## src/rtl/m_dm_ctrl.sv

```systemverilog
// M-stage data-memory controller: sequences pipeline loads/stores and word-only
// debug accesses onto one variable-latency memory port.
//
// state    | meaning
// ---------+----------------------------------------------------------
// IDLE     | arbitrate between the pipeline op and a debug request
// CPU_WAIT | CPU access presented on the memory port, waiting for mem_ack
// CPU_DONE | cpu_done pulse, pipeline released for this cycle
// CPU_ERR  | cpu_exc pulse for a misaligned access, no memory cycle made
// DBG_WAIT | debug access presented on the memory port, waiting for mem_ack
// DBG_DONE | dbg_ack pulse, dbg_rdata valid
module m_dm_ctrl #(
   parameter int unsigned MAX_WAIT = 8
) (
   input  logic        clk,
   input  logic        reset,
   input  logic [3:0]  cpu_op,
   input  logic [31:0] cpu_addr,
   input  logic [31:0] cpu_wdata,
   output logic        m_stall,
   output logic        cpu_done,
   output logic        cpu_exc,
   output logic [31:0] ld_data,
   output logic [1:0]  ld_a,
   output logic [3:0]  ld_op,
   input  logic        dbg_req,
   input  logic        dbg_we,
   input  logic [31:0] dbg_addr,
   input  logic [31:0] dbg_wdata,
   output logic        dbg_ack,
   output logic [31:0] dbg_rdata,
   output logic        mem_req,
   output logic        mem_we,
   output logic [3:0]  mem_be,
   output logic [31:0] mem_addr,
   output logic [31:0] mem_wdata,
   input  logic        mem_ack,
   input  logic [31:0] mem_rdata
);

   typedef enum logic [2:0] {
      IDLE, CPU_WAIT, CPU_DONE, CPU_ERR, DBG_WAIT, DBG_DONE
   } state_t;

   localparam logic [3:0] OP_LW  = 4'd1;
   localparam logic [3:0] OP_LH  = 4'd2;
   localparam logic [3:0] OP_LHU = 4'd3;
   localparam logic [3:0] OP_LBU = 4'd5;
   localparam logic [3:0] OP_SW  = 4'd6;
   localparam logic [3:0] OP_SH  = 4'd7;
   localparam logic [3:0] OP_SB  = 4'd8;
   localparam logic [3:0] STARVE_INIT = 4'(MAX_WAIT);
   localparam logic [31:0] WORD_MASK = 32'hFFFF_FFFC;

   state_t      state;
   logic [3:0]  starve_cnt;
   logic        cpu_valid;
   logic        cpu_load;
   logic        cpu_misal;
   logic        starved;
   logic        dbg_win;
   logic [3:0]  be_nxt;
   logic [31:0] wdata_nxt;

   always_comb begin
      cpu_valid = (cpu_op >= OP_LW) && (cpu_op <= OP_SB);
      cpu_load  = (cpu_op >= OP_LW) && (cpu_op <= OP_LBU);
      starved   = (starve_cnt == 4'd0);
      dbg_win   = dbg_req && (!cpu_valid || starved);
      m_stall   = cpu_valid && (state != CPU_DONE) && (state != CPU_ERR);
   end

   always_comb begin
      be_nxt    = 4'b1111;
      wdata_nxt = cpu_wdata;
      cpu_misal = 1'b0;
      case (cpu_op)
         OP_LW, OP_SW:  cpu_misal = (cpu_addr[1:0] != 2'b00);
         OP_LH, OP_LHU: cpu_misal = cpu_addr[0];
         OP_SH: begin
            cpu_misal = cpu_addr[0];
            be_nxt    = cpu_addr[1] ? 4'b1100 : 4'b0011;
            wdata_nxt = {2{cpu_wdata[15:0]}};
         end
         OP_SB: begin
            be_nxt    = 4'b0001 << cpu_addr[1:0];
            wdata_nxt = {4{cpu_wdata[7:0]}};
         end
         default: ;
      endcase
   end

   always_ff @(posedge clk) begin
      if (reset) begin
         state      <= IDLE;
         starve_cnt <= STARVE_INIT;
         cpu_done   <= 1'b0;
         cpu_exc    <= 1'b0;
         dbg_ack    <= 1'b0;
         ld_data    <= 32'd0;
         ld_a       <= 2'd0;
         ld_op      <= 4'd0;
         dbg_rdata  <= 32'd0;
         mem_req    <= 1'b0;
         mem_we     <= 1'b0;
         mem_be     <= 4'd0;
         mem_addr   <= 32'd0;
         mem_wdata  <= 32'd0;
      end else begin
         cpu_done <= 1'b0;
         cpu_exc  <= 1'b0;
         dbg_ack  <= 1'b0;

         // starvation timer only runs while debug is refused
         if (!dbg_req) begin
            starve_cnt <= STARVE_INIT;
         end else if ((state != DBG_WAIT) && (state != DBG_DONE) && !starved) begin
            starve_cnt <= starve_cnt - 4'd1;
         end

         case (state)
            IDLE: begin
               if (dbg_win) begin
                  starve_cnt <= STARVE_INIT;
                  state      <= DBG_WAIT;
                  mem_req    <= 1'b1;
                  mem_we     <= dbg_we;
                  mem_be     <= 4'b1111;
                  mem_addr   <= dbg_addr & WORD_MASK;
                  mem_wdata  <= dbg_wdata;
               end else if (cpu_valid) begin
                  if (cpu_misal) begin
                     state   <= CPU_ERR;
                     cpu_exc <= 1'b1;
                  end else begin
                     state     <= CPU_WAIT;
                     mem_req   <= 1'b1;
                     mem_we    <= !cpu_load;
                     mem_be    <= be_nxt;
                     mem_addr  <= cpu_addr & WORD_MASK;
                     mem_wdata <= wdata_nxt;
                     if (cpu_load) begin
                        ld_a  <= cpu_addr[1:0];
                        ld_op <= cpu_op;
                     end
                  end
               end
            end
            CPU_WAIT: begin
               if (mem_ack) begin
                  mem_req  <= 1'b0;
                  cpu_done <= 1'b1;
                  state    <= CPU_DONE;
                  if (!mem_we) ld_data <= mem_rdata;
               end
            end
            DBG_WAIT: begin
               if (mem_ack) begin
                  mem_req   <= 1'b0;
                  dbg_rdata <= mem_rdata;
                  dbg_ack   <= 1'b1;
                  state     <= DBG_DONE;
               end
            end
            CPU_DONE, CPU_ERR, DBG_DONE: state <= IDLE;
            default:                     state <= IDLE;
         endcase
      end
   end

endmodule

```

## config.mk

```make
export PLATFORM = sky130hd
export DESIGN_NAME = m_dm_ctrl
export DESIGN_NICKNAME = d
export VERILOG_FILES = /design/src/rtl/m_dm_ctrl.sv
export SDC_FILE = /design/constraint.sdc
export NUM_CORES = 1
export LEC_CHECK = 0
export ABC_CLOCK_PERIOD_IN_PS = 1900
export CORE_UTILIZATION = 39
export CTS_BUF_LIST = sky130_fd_sc_hd__clkbuf_4
export CTS_CLUSTER_SIZE = 14
export DETAILED_ROUTE_END_ITERATION = 12
export PLACE_DENSITY = 0.85
export SYNTH_ARGS = -nofsm -noshare
export SYNTH_HDL_FRONTEND = slang
export SYNTH_SLANG_ARGS = --single-unit
export TNS_END_PERCENT = 20
```

## constraint.sdc

```tcl
create_clock -name clk -period 1.9 [get_ports clk]
set_input_delay 0.38 -clock clk [delete_from_list [all_inputs] [get_ports clk]]
set_output_delay 0.38 -clock clk [all_outputs]
set_load 0.005 [all_outputs]
```

Word-level counts from Yosys, hierarchy flattened
Cells that the tools add are included.
Storage, ports and cells
  logic and storage cells: 105
  memories: 0
  RAM bits: 0
  flip-flop bits (word level): 150
  bits of input ports: 169
  output and inout bits: 144
  bits in read-only memories: 0
  bits in latches: 0
Operators by class
  add/sub/neg operators: 1
  divide/modulo/power cells: 0
  mux-type cells: 33
  multipliers: 0
  $lt $le $gt $ge: 3
  shift operators: 1
  equal/unequal tests: 18
  reduce and logical (&&, ||, !) cells: 28
  bitwise logic cells: 7
Operators with widths (count)
  $mux 32: 6
  $pmux 32 s2: 1
  $mux 4: 8
  $mux 3: 4
  $ne 3x3->1 const B: 4
  $mux 1: 9
  $pmux 3 s3: 1
  $reduce_and 3->1: 3
  $eq 4x2->1 const B: 2
  $eq 4x3->1 const B: 2
  $pmux 4 s2: 1
  $reduce_or 2->1: 4
  $logic_and 1x1->1: 7
  $not 1->1: 7
  $ne 3x2->1 const B: 2
  $reduce_bool 2->1: 3
  $reduce_and 5->1: 1
  $eq 4x1->1 const B: 1
  $eq 4x4->1 const B: 1
  $ge 4x1->1 const B: 1
  $le 4x3->1 const B: 1
  $le 4x4->1 const B: 1
  $logic_not 4->1: 1
  $ne 2x1->1 const B: 2
  14 further kinds: 18

Longest topological paths before layout
  word-level depth: 7
  gate-level depth with buffers: 10
  mapped depth without buffers: 7

Least setup slack after synthesis
OpenSTA, ideal clock, no wires.
  path kind: reg2reg
  start: register starve_cnt[0]
  end: register mem_wdata[21]
  setup time: 81 ps
  path buffers: 3
  arrival: 1924 ps
  path slack: -104 ps
  stages on the path, launching flop included: 11
  path through: dfxtp_1 -> inv_1 -> ha_1 -> nor3b_2 -> o21a_1 -> a211o_1 -> buf_2 -> and2_1 -> buf_6 -> buf_2 -> a211oi_2
Between the ends
  cells in the longest elaborated chain, start to end: 5
Ends and longest elaborated chain
  from (decl): RTL line 56  | logic [3:0] starve_cnt;
  from (signal assigned): RTL line 118  | starve_cnt <= starve_cnt - 4'd1;
  $logic_not 4->1 (*): RTL line 68  | starved = (starve_cnt == 4'd0);
  $logic_or 1x1->1 (*): RTL line 69  | dbg_win = dbg_req && (!cpu_valid || starved);
  $logic_and 1x1->1 (*): RTL line 69
  $ne 2x1->1 (no source line) or $reduce_bool 2->1 (tied branches)
  $reduce_and 3->1 (no source line)
  to (signal assigned): RTL line 130  | mem_wdata <= dbg_wdata;
  to (signal assigned): RTL line 141  | mem_wdata <= wdata_nxt;
  to (decl): RTL line 36  | output logic [31:0] mem_wdata,
Mark *: on every way between the ends. The rest lies on a longest branch, timed or not.
A chain may end at the register's enable or synchronous reset.

Final worst setup path
  start: register starve_cnt[1]
  end: register mem_addr[15]
Between the ends
  cells in the longest elaborated chain, start to end: 5
Ends and longest elaborated chain
  $logic_not 4->1 (*): RTL line 68
  $logic_or 1x1->1 (*): RTL line 69
  $logic_and 1x1->1 (*): RTL line 69
  $ne 2x1->1 (no source line) or $reduce_bool 2->1 (tied branches)
  $reduce_and 3->1 (no source line)
  to (signal assigned): RTL line 129  | mem_addr <= dbg_addr & WORD_MASK;
  to (signal assigned): RTL line 140  | mem_addr <= cpu_addr & WORD_MASK;
  to (decl): RTL line 35  | output logic [31:0] mem_addr,
Marks and branches as above.

==> results.yml <==
pwr:
  peakVddDrop_mv: 0.780
  power-per-cell-area_nw_per_um2: 1070
  total_power_mw: 12.3
  p_leak_nw: 4.30
floorplanning:
  design.core.area_um2: 17400
  fp.dieW_um: 136
  fp.dieArea_um2: 18500
  fp.dieH_um: 136
  rows: 48
  initial_core_utilization_pct: 40.1
  io_pins: 313
logic_synthesis:
  netlist_instances: 851
  compound_cell_area_share_of_the_yosys_netlist_pct: 30.6
  count_leader_synth: "sky130_fd_sc_hd__nand2_1"
  count_of_flip_flops_with_a_built_in_enable_after_synthesis: 0
  synth.lib_cells_used.distinct: 57
  synth_xor_xnor_area_share_pct: 0.376
  synth_area_leader_cell: "sky130_fd_sc_hd__dfxtp_1"
  synth_flop_cell: "sky130_fd_sc_hd__dfxtp_1"
  yosys.area_share.simple_pct: 18.0
  syn_area_per_cell_um2: 8.21
  synth_largest_type_area_fraction_pct: 42.4
  flop_and_latch_count_out_of_synthesis: 148
  synthMuxAreaShare_pct: 1.86
  yosys_warnings: 0
  async_flop_share_pct: 0
  synth_seq_area_share_pct: 42.4
  synth_common_cells: "sky130_fd_sc_hd__nand2_1 (226), sky130_fd_sc_hd__a21oi_1 (157), sky130_fd_sc_hd__dfxtp_1 (148)"
  yosys.area_share.adder_pct: 0.179
  synth_top_area_cells: "sky130_fd_sc_hd__dfxtp_1 (42%), sky130_fd_sc_hd__nand2_1 (12%), sky130_fd_sc_hd__a21oi_1 (11%), sky130_fd_sc_hd__a311oi_2 (7.5%), sky130_fd_sc_hd__a211oi_2 (2.5%)"
  synth.cell_area_um2: 6990
  combinational_family_with_the_most_area_after_synthesis: "compound AO/OA/AOI/OAI gates"
route:
  vias_per_cell: 5.42
  antenna_violating_nets_post_route: 0
  detailedRoute.firstIterationViolations: 647
  via_count: 7735
  avgRoutedWirePerCell_um: 18.4
  finalWirelength_mm: 26.2
  drt_first_pass_iters: 5
  drcViolationCount: 0
grt:
  grt_max_degree: 47
  grt_pass1_vias: 7113
  global_route.overflow_total: 0
  antenna_found_initial: 3
  grt_first_pass_wirelength_mm: 37.9
  gr-usage-all-layers_pct: 26.2
finish:
  seq_area_um2: 2990
  filler_cell_count: 1361
  nNetsFinal: 1357
  layout-area-overhead-vs-synth_pct: 64.6
  final_layout_size_suffix_gt1_share_pct: 18.5
  stdcell_area_um2: 11500
  multi_input_area_um2: 3710
clocking:
  cts.sinks: 148
  tritoncts: "yes"
  tritoncts.num_buffers: 17
  cts_hold_buffers: 0
  worst_skew_pair.late_latency_ns: 0.57
  clk_root_buffer_cell: "sky130_fd_sc_hd__clkbuf_4"
  htree_num_levels: 4
  ctsLongestPathBuffers: 2
  clk_pin_slew_worst_paths_ns: 0.14
setup_path:
  worstRegToRegCells: 10
  timing.critical_path.from_type: "flip-flop"
  critical-path-top-delay-family: "buffers and inverters"
  regToRegSetupSlack_ns: -0.04
  path_class: "reg -> reg"
  critical_path_peak_fanout: 7
  cp_common_cell: "sky130_fd_sc_hd__buf_6"
  timing.critical_path.required_ns: 2.37
  worstPathArrival_ns: 2.41
  r2r_end: "mem_addr[15]"
  cpPeakStageDelay_ns: 0.37
  r2r_start: "starve_cnt[1]"
  worstPathCellList: "inv_2 -> ha_4 -> nor3b_4 -> buf_6 -> o31ai_4 -> buf_6 -> buf_12 -> clkbuf_16 -> nand2_1 -> a311oi_2"
  critical_path.endpoint_type: "flip-flop"
  crit_path_top_delay_cell: "sky130_fd_sc_hd__dfxtp_2"
  number_of_buffer_and_inverter_stages_on_the_critical_path: 5
hold_path:
  min_delay_path_depth: 2
  hold-path-endpoint: "dbg_rdata[7]"
  hold_path_startpoint: "reset"
  hp-class: "in -> reg"
placement:
  buffer_ports.inserted: 308
  placed_area_um2: 10700
  hpwl_mm: 18.0
  globalplace.congestion: 0.897
sta:
  period_minus_slack_ns: 1.94
  final.setup_skew_ns: 0.0299
  layout_worst_path_cycle_share_pct: 102
  worst_margin_pin_slew_ns: 0.622
  finalWorstSetupSlack_ns: -0.0429
  fmax_ghz: 0.515
  final_hold_violation_count: 0
  worst_hold_slack_ns: 0.123
  finalSetupViolCount: 33
  grt_setup_unrepaired: "true"
  number_of_pins_with_negative_max_slew_slack_in_the_final_report: 0
  max_slew_margin_pct: 58.2
run_status:
  violations: "negative setup slack"
  run_status: "finished with violations"
flow_run:
  timing.max_cap.violations: 0
==> how the worst max path moves through the flow <==
stage                     depth (start not counted)  slack (ns)      endpoint          start
after floorplan                                   9        0.01  mem_addr[10]      cpu_op[1]
after global placement                            5       -0.58       m_stall      cpu_op[0]
after detailed placement                          5       -0.56       m_stall      cpu_op[0]
after CTS                                         8      -0.003  mem_wdata[6]  starve_cnt[1]
after global routing                              8        -0.1  mem_addr[15]  starve_cnt[1]
final                                            10       -0.04  mem_addr[15]  starve_cnt[1]
==> layout make-up <==
cell class	count	area share [%]
clock inverter	14	1.96
inverter	11	0.359
antenna	2	0.0435
timing repair buffer	397	35.8
tap	225	2.45
sequential	148	26.0
multi-input combinational	612	32.3
clock buffer	18	1.17
==> sequential cells by signal, indices dropped and copies added (netlist names), 2 cells and up <==
| signal | cells |
|---|---|
| dbg_rdata | 32 |
| ld_op | 4 |
| ld_a | 2 |
| state | 3 |
| mem_addr | 30 |
| ld_data | 32 |
| mem_be | 4 |
| starve_cnt | 4 |
| mem_wdata | 32 |
==> per-layer routing <==
| metal | track usage (%) | vias up | part of all wire, % |
|---|---|---|---|
| met1 | 32.7 | 3621 | 41 |
| li1 | - | 3704 | - |
| met2 | 43.7 | 347 | 49 |
| met5 | 0 | - | 0 |
| met3 | 5.26 | 63 | 6.4 |
| met4 | 11.4 | 0 | 3.2 |
==> where the power goes <==
group / internal, mW / switching (mW) / leakage (nW)
logic: 2.96 / 2.64 / 2.90
registers: 3.81 / 0.399 / 1.22
clock network: 1.21 / 1.25 / 0.187
total: 7.99 / 4.30 / 4.30
==> layout by cell type, fill, tap and decap left out, types with 11 or more instances in the layout <==
cell	n
sky130_fd_sc_hd__a311oi_2	38
sky130_fd_sc_hd__mux2i_1	13
sky130_fd_sc_hd__o22ai_1	25
sky130_fd_sc_hd__dlymetal6s2s_1	11
sky130_fd_sc_hd__clkbuf_4	18
sky130_fd_sc_hd__buf_4	60
sky130_fd_sc_hd__dfxtp_2	17
sky130_fd_sc_hd__dfxtp_1	130
sky130_fd_sc_hd__a21oi_1	150
sky130_fd_sc_hd__buf_12	18
sky130_fd_sc_hd__nor2_1	22
sky130_fd_sc_hd__clkdlybuf4s50_1	287
sky130_fd_sc_hd__o221ai_1	16
sky130_fd_sc_hd__a211oi_2	14
sky130_fd_sc_hd__nor3_1	20
sky130_fd_sc_hd__nand2_1	223
==> through the flow <==
step | setup WS (ns) | utilization, % | cells | setup TNS, ns
2_1_floorplan | 0.00961 | - | 852 | 0
3_3_place_gp | -0.576 | 61.6 | 1375 | -40.63
3_5_place_dp | -0.565 | 61.6 | 1375 | -43.58
4_1_cts | -0.00259 | 64.2 | 1416 | -0.00489
5_1_grt | -0.0951 | 66.0 | 1427 | -2.93
6_report | -0.0429 | 66.0 | 1427 | -0.640
==> timing repair <==
action / 4_1_cts / 5_1_grt
setup buffers: 9 / 3
pin swaps: 2 / 4
setup endpoints to repair: 44 / 84
gates cloned: 0 / 6
resized for setup: 21 / 54
==> cell families (layout without fill, tap and decap cells) <==
kind of cell | count (synthesis) | after routing
xor gates and xnor gates | 3 | 3
DFF | 148 | 148
muxes | 13 | 13
buffers and inverters | 92 | 440
adders and majority gates | 1 | 1
and+or+nand+nor | 300 | 300
AOI/OAI and AO/OA | 293 | 293
other | 1 | 4
(Power assumes the default switching activity.)
==> variant, RTL diff (same settings) <==
Make the reset (`reset`) asynchronous in one clocked block.
--- a/src/rtl/m_dm_ctrl.sv
+++ b/src/rtl/m_dm_ctrl.sv
@@ -92,3 +92,3 @@
 
-   always_ff @(posedge clk) begin
+   always_ff @(posedge clk or posedge reset) begin
       if (reset) begin
Function: differs if reset is asserted again (counterexample within 4 cycles, from zero or initial values and one cycle with reset high); with reset held inactive, the same outputs for 4 cycles.
==> variant against the unedited design <==
  * The flow still finishes with violations (negative setup slack)
  * Global-route usage decreased by 2.6 points
  * Sequential cell count unchanged
  * Clock power decreased by 26%
  * Routed wire length decreased by 15%
  * Highest routed layer unchanged
  * Setup slack got worse by 0.14 ns
  * Cell area decreased by 0.20%
  * Power increased by 27%
  * Via count decreased by 21%
  * Synthesized area increased by 1.1%
==> variant: results (changes against the unedited design) <==
routed vias/inst 5.01 (was 5.42); DP Cell Count 1172 (was 1375); Pre-antenna DRT Iters 4 (was 5); post-synthesis async set-or-reset flop share 100% (was 0%); r2r setup slk -0.19 ns (was -0.04 ns); setup total negative slack -8.12 ns (was -0.640 ns); Met1 Wirelength 9170 um (was 10800 um); post-synth top area cell dfrtp_1 (was dfxtp_1); Worst-Skew Late Latency 0.54 ns (was 0.57 ns); GRT Total Usage 23.6% (was 26.2%); tightest hold margin 0.295 ns (was 0.123 ns); post-place setup slack -0.800 ns (was -0.565 ns); layout cells sized above 1 25.7% (was 18.5%); Placement Cell Area 10800 um^2 (was 10700 um^2); Worst Setup SP starve_cnt[0] (was starve_cnt[1]); final wirelength 22200 um (was 26200 um); GRT met3 Usage 4.78% (was 5.26%); Clock power frac 11.7% (was 20.1%); Worst R2R Start starve_cnt[0] (was starve_cnt[1]); Distinct cells, synth 47 (was 57); syn_area_per_cell 11.2 um^2 (was 8.21 um^2); Final nets 1149 (was 1357); metal2 WL 11300 um (was 12900 um); Worst Setup EP mem_wdata[28] (was mem_addr[15]); outcome complete, but fails checks (unchanged); initial antenna violation count 0 (was 3); Seq/Total Area, Yosys 52.4% (was 42.4%); metal3 WL 1280 um (was 1670 um); # setup viols final 67 (was 33); NetSw 4.75 mW (was 4.30 mW); Fin Clk Skew 0.0214 ns (was 0.0299 ns); Resized Gates After CTS 71 (was 21); Synth area leaders dfrtp_1, mux2_2, nand2_1 (was dfxtp_1, nand2_1, a21oi_1); Via Count 6096 (was 7735); crit path max-delay cell type dfrtp_1 (was dfxtp_2); Post-CTS Setup Inserts 7 (was 9); Data arrival, critical path 2.52 ns (was 2.41 ns); Seq group 5.51 mW (was 4.21 mW); final worst slack -0.187 ns (was -0.0429 ns); Lkg Pwr 5.09 nW (was 4.30 nW); CP max FO 5 (was 7); Final HPWL DP 15700 um (was 18000 um); Fill cells 1335 (was 1361); global-route wire length before repair 33200 um (was 37900 um); largest net degree at the start of global routing 63 (was 47); Power Clock 1.83 mW (was 2.47 mW); Hold WC Path Type in -> async (was in -> reg); failing checks negative setup slack (unchanged); VDD IR-drop max 0.780 mV (about the same); GPL Wtd Cong 0.914 (was 0.897); n_diodes 0 (was 2); met1 GRT Util 28.7% (was 32.7%); vias in the first global route 6164 (was 7113); Yosys top cell area share 52.1% (was 42.4%); global routing usage on met2 41.3% (was 43.7%)
variant: changes by cell type after synthesis, sizes merged, moves of 38 or more:
cell	delta
a21oi	-153
dfrtp	+147
nand2	-82
dfxtp	-148
mux2	+135
a311oi	-38
variant: final cells by class:
class                      count  area [um^2]  share of cell area, %
tap                          225          282                   2.45
multi-input combinational    430         3320                   28.9
timing repair buffer         373         3880                   33.8
clock inverter                12          106                  0.926
sequential                   148         3700                   32.3
inverter                       9         37.5                  0.327
clock buffer                  19          143                   1.24
variant: cells by family after synthesis:
family,synth area share [%]
buffers and inverters,3.47
and+or+nand+nor,12.9
DFF,52.4
AOI/OAI and AO/OA,7.53
xor gates and xnor gates,0.372
other,0.0531
adders and majority gates,0.177
muxes,23.1
variant: worst reg2reg max path: stages (launching register included):
cell and delay (ns):
dfrtp_1 0.37, inv_1 0.05, ha_2 0.18, nor3b_4 0.16, o21ai_2 0.12, o21ai_2 0.08
o31ai_4 0.22, buf_4 0.17, buf_12 0.13, clkbuf_16 0.16, mux2_2 0.33
